## config.mk

```make
export PLATFORM = sky130hd
export DESIGN_NAME = button_debounce_multi
export DESIGN_NICKNAME = d
export VERILOG_FILES = /design/src/rtl/button_debounce_multi.sv
export SDC_FILE = /design/constraint.sdc
export NUM_CORES = 1
export LEC_CHECK = 0
export ABC_AREA = 1
export CAP_MARGIN = 20
export CORE_MARGIN = 10
export CORE_UTILIZATION = 56
export CTS_BUF_LIST = sky130_fd_sc_hd__clkbuf_4 sky130_fd_sc_hd__clkbuf_8
export DETAILED_ROUTE_END_ITERATION = 6
export PLACE_DENSITY_LB_ADDON = 0.3
export SYNTH_ARGS = -nofsm -noshare
export SYNTH_HDL_FRONTEND = slang
export SYNTH_SLANG_ARGS = --single-unit
export TNS_END_PERCENT = 20
```

## constraint.sdc

```tcl
create_clock -name clk -period 1.69 [get_ports clk]
set_input_delay 0.4225 -clock clk [delete_from_list [all_inputs] [get_ports clk]]
set_output_delay 0.4225 -clock clk [all_outputs]
set_load 0.02 [all_outputs]
```

## src/rtl/button_debounce_multi.sv

```systemverilog
// Multi-channel button debouncer: 2-flop synchroniser, stability counter,
// press/release strobes and long-press detection per channel.
// The release strobe port is named rel because release is a reserved word.

module button_debounce_lane #(
   parameter int   DEBOUNCE_TOTAL = 120,
   parameter int   LONG_TOTAL     = 12000,
   parameter logic INV            = 1'b0
) (
   input  logic clk,
   input  logic rst_n,
   input  logic pin,
   output logic butd,
   output logic press,
   output logic rel,
   output logic long,
   output logic long_held
);

   localparam int DCW = $clog2(DEBOUNCE_TOTAL + 1);
   localparam logic [DCW-1:0] DC_LAST = DCW'(DEBOUNCE_TOTAL - 1);

   logic           sy1, sy2;
   logic [DCW-1:0] dc;
   logic           accept, rise, fall;

   // Synchroniser resets to "not pressed" in the post-inversion domain.
   always_ff @(posedge clk or negedge rst_n) begin
      if (!rst_n) begin
         sy1 <= 1'b0;
         sy2 <= 1'b0;
      end else begin
         sy1 <= pin ^ INV;
         sy2 <= sy1;
      end
   end

   assign accept = (sy2 != butd) && (dc == DC_LAST);
   assign rise   = accept &  sy2;
   assign fall   = accept & ~sy2;

   always_ff @(posedge clk or negedge rst_n) begin
      if (!rst_n) begin
         dc    <= '0;
         butd  <= 1'b0;
         press <= 1'b0;
         rel   <= 1'b0;
      end else begin
         press <= rise;
         rel   <= fall;
         if (sy2 == butd) begin
            dc <= '0;
         end else if (accept) begin
            butd <= sy2;
            dc   <= '0;
         end else begin
            dc <= dc + 1'b1;
         end
      end
   end

   generate
      if (LONG_TOTAL > 0) begin : g_long
         localparam int HCW = $clog2(LONG_TOTAL + 1);
         localparam logic [HCW-1:0] HC_LAST = HCW'(LONG_TOTAL - 1);
         localparam logic [HCW-1:0] HC_MAX  = HCW'(LONG_TOTAL);

         logic [HCW-1:0] hc;
         logic           hit;

         // A release accepted on the same edge suppresses the long strobe.
         assign hit = butd && !fall && (hc == HC_LAST);

         always_ff @(posedge clk or negedge rst_n) begin
            if (!rst_n) begin
               hc        <= '0;
               long      <= 1'b0;
               long_held <= 1'b0;
            end else begin
               if (!butd || fall)
                  hc <= '0;
               else if (hc != HC_MAX)
                  hc <= hc + 1'b1;
               long      <= hit;
               long_held <= (long_held | hit) & ~fall;
            end
         end
      end else begin : g_no_long
         assign long      = 1'b0;
         assign long_held = 1'b0;
      end
   endgenerate

endmodule

module button_debounce_multi #(
   parameter int                   N_BUTTONS      = 4,
   parameter int                   DEBOUNCE_TOTAL = 120,
   parameter int                   LONG_TOTAL     = 12000,
   parameter logic [N_BUTTONS-1:0] INVERT         = {N_BUTTONS{1'b0}}
) (
   input  logic                 clk,
   input  logic                 rst_n,
   input  logic [N_BUTTONS-1:0] but,
   output logic [N_BUTTONS-1:0] butd,
   output logic [N_BUTTONS-1:0] press,
   output logic [N_BUTTONS-1:0] rel,
   output logic [N_BUTTONS-1:0] long,
   output logic [N_BUTTONS-1:0] long_held
);

   generate
      for (genvar i = 0; i < N_BUTTONS; i++) begin : g_lane
         button_debounce_lane #(
            .DEBOUNCE_TOTAL (DEBOUNCE_TOTAL),
            .LONG_TOTAL     (LONG_TOTAL),
            .INV            (INVERT[i])
         ) u_lane (
            .clk       (clk),
            .rst_n     (rst_n),
            .pin       (but[i]),
            .butd      (butd[i]),
            .press     (press[i]),
            .rel       (rel[i]),
            .long      (long[i]),
            .long_held (long_held[i])
         );
      end
   endgenerate

endmodule

```

==> flow_summary.yaml <==
cts:
  insertion_delay_ps: 360
  cts.sinks: 112
  ctsRootBufferMaster: "clkbuf_8"
  cts_buffers: 9
  cts_tree: "yes"
  clockBufferDepth: 2
  clk_pin_slew_worst_paths_ps: 110
  cts_max_level: 3
worst_setup_path:
  crit_chain: "dlygate4sd2_1"
  critPathRequiredTime_ps: 1270
  worst_ep_arrival_time_ps: 1180
  slowest_delay_ps: 460
  slowest_stage: "dfrtp_1"
  path_buf_inv: 1
  reg2regPathDepth: 7
  crit_family: "flip-flops"
  crit_cells: 1
  crit_type: "reg -> out"
  critPathCaptureType: "output port"
  worstSetupStartpointType: "register"
  cp_max_fo: 5
timing:
  setup-tns-final_ps: 0
  grt_setup_unrepaired: "false"
  final_hold_viol_count: 0
  setup_ws_ps: 83.9
  fin_skew_ps: 9.44
  fmax_ghz: 0.623
  setup_viol_count_final: 0
  period_minus_slack_ps: 1610
  worst_pin_slew_ps: 488
  fin_crit_sh: 0.950
  slew_headroom: 0.674
  slew_viol_final: 0
synthesis:
  synthArstFlopShare: 1.00
  yosys.area.top_type: "dfrtp_1"
  yosysTopAreaCellShare: 0.490
  synth-main-ff-cell: "dfrtp_1"
  yosysUniqueCellTypes: 28
  synth_edf_count: 0
  post-synth-top-count-cell: "nand2_1"
  seq_area_frac_synth: 0.490
  yosys-top-cells-count: "nand2_1 (165), nor2_1 (150), dfrtp_1 (112), inv_1 (100), nor3_1 (44)"
  synth_area_leaders: "dfrtp_1 (49%), nand2_1 (11%), nor2_1 (9.9%), inv_1 (6.6%), nor3_1 (3.9%)"
  synthesis.area_sq_um: 5710
  syn_inst: 731
  synth_nets: 749
  ys_ff_latch: 112
  ys.warnings.count: 0
  syn_area_per_cell_sq_um: 7.82
global_route:
  grt_max_degree: 50
  grt_pass1_wl_microns: 18800
  grt_antenna_before_repair: 0
  grt_overflow: 0
  grtUsageTotal: 0.152
  grt_pass1_vias: 4400
power_and_ir_drop:
  power.share.switching: 0.221
  p_sw_mw: 0.993
  combPwrFrac: 0.029
  p_leak_nw: 3.01
  cellPowerDensity_nw_per_um2: 725
  total_power_mw: 4.50
  power_frac_seq: 0.608
  clkPwrFrac: 0.364
  internal-power_mw: 3.51
  vdd_drop_max_uv: 463
place:
  io_buffers: 25
  dp.final_hpwl_microns: 7830
  gp_congestion: 0.915
  dp_worst_setup_slack_ps: 133
  numPlacedInstances: 870
die:
  core-area_sq_um: 9860
  std_cell_rows: 36
  boundaryPins: 26
  start_util: 0.579
  die_h_microns: 121
  die_w_microns: 121
  dieArea_sq_um: 14600
outcome:
  outcome: "completed"
finish:
  fin_cells: 887
  antennaDiodeCount: 0
  drive_above_1_share: 0.0517
  syn_to_final_growth_pct: 8.61
  nets: 767
detailed_routing:
  drtAntennaViolNets: 0
  drc: 0
  drt_pass1_iterations: 5
  routedWlPerCell_microns: 11.9
  drt_iter0_markers: 322
  vias: 4471
  routed_wl_microns: 10500
  via_per_inst: 5.04
hold_path:
  holdPathStages: 0
  hp-class: "reg -> reg"
run:
  cap_violations: 0
-- flip-flops by register name, summed over array words and instances, names as in the netlist --
name and count:
g_lane.u_lane.butd 4, g_lane.u_lane.dc 28, g_lane.u_lane.g_long.hc 56, g_lane.u_lane.long 4, g_lane.u_lane.long_held 4, g_lane.u_lane.press 4, g_lane.u_lane.rel 4, g_lane.u_lane.sy1 4
g_lane.u_lane.sy2 4
-- power by group through the flow --
| stage | logic (mW) | clock network [mW] | registers (mW) |
|---|---|---|---|
| floorplan | 0.0460 | 0 | 2.78 |
| global placement | 0.128 | 0 | 2.78 |
| detailed placement | 0.133 | 0 | 2.79 |
| CTS | 0.135 | 1.71 | 2.73 |
| global route | 0.152 | 1.81 | 2.74 |
| finish | 0.128 | 1.64 | 2.73 |
-- placed cells by master (no fill, tap or decap) --
cell type	n
ha_1	11
xor2_1	22
o21ai_2	1
nand4_2	1
buf_12	2
dlygate4sd2_1	20
dfrtp_1	112
clkdlybuf4s50_1	4
nor2_4	1
inv_6	2
nor2_1	147
clkinvlp_4	2
nand3b_1	1
a21oi_1	17
clkbuf_4	1
bufinv_16	1
inv_1	100
nand3_2	3
o21bai_1	3
clkbuf_8	10
nor2_2	7
o21ai_1	1
o21ai_0	3
nand2_1	165
nand3_1	42
nand4_1	16
xnor2_1	2
nor3_1	44
or2_1	1
nand2_2	2
nand2_4	1
a31oi_1	1
buf_4	4
o2bb2ai_1	1
dlygate4sd3_1	1
ha_2	1
nor3b_1	1
-- layer usage --
metal  vias to the layer above  global-route usage  routed length, microns
li1                       2289                   -                       -
met1                      2115               0.171                    4560
met2                        61               0.277                    5540
met3                         6              0.0391                     330
met4                         0              0.0452                      80
met5                         -                   0                       0
-- cells by family after synthesis --
group                    after synthesis  share of synthesized area
AND/OR/NAND/NOR                      432                      0.321
buffers and inverters                124                     0.0985
flip-flops                           112                      0.490
AO/OA/AOI/OAI                         27                     0.0265
XOR/XNOR                              24                     0.0368
adder cells (fa/ha/maj)               12                     0.0263
-- cell type report --
class | count | area (sq um)
repair buffers | 31 | 295
clock inverters | 5 | 62.6
clock buffers | 11 | 145
fillers | 830 | 3660
multi-input cells | 495 | 2360
inverters | 100 | 375
flip-flops and latches | 112 | 2800
well taps | 133 | 166
-- timing repair --
item | 4_1_cts | 5_1_grt
endpoints found under the setup margin | 20 | 4
setup buffers | 0 | 0
gates cloned | 0 | 0
resized for setup | 20 | 4
hold buffers | 1 | 0
endpoints found under the hold margin | 19 | 0
-- worst paths after layout --
path	to	from	slack, ps
setup / recovery	butd[1]	g_lane[1].u_lane.butd	80
hold / removal	g_lane[3].u_lane.sy2	g_lane[3].u_lane.sy1	360
setup reg to reg	g_lane[2].u_lane.g_long.hc[2]	g_lane[2].u_lane.dc[0]	170
hold reg to reg	g_lane[3].u_lane.sy2	g_lane[3].u_lane.sy1	360
max in group asynchronous	g_lane[0].u_lane.rel	rst_n	650
min in group asynchronous	g_lane[1].u_lane.g_long.hc[0]	rst_n	480
-- stage by stage --
| step | hold slack [ps] | area, sq um | util |
|---|---|---|---|
| floorplan | 127 | 5710 | - |
| global placement | 331 | 6000 | 0.609 |
| detailed placement | 335 | 6000 | 0.609 |
| CTS | 360 | 6200 | 0.628 |
| global route | 371 | 6210 | 0.629 |
| finish | 358 | 6210 | 0.629 |
No activity file was read; power rests on OpenSTA's default activity.
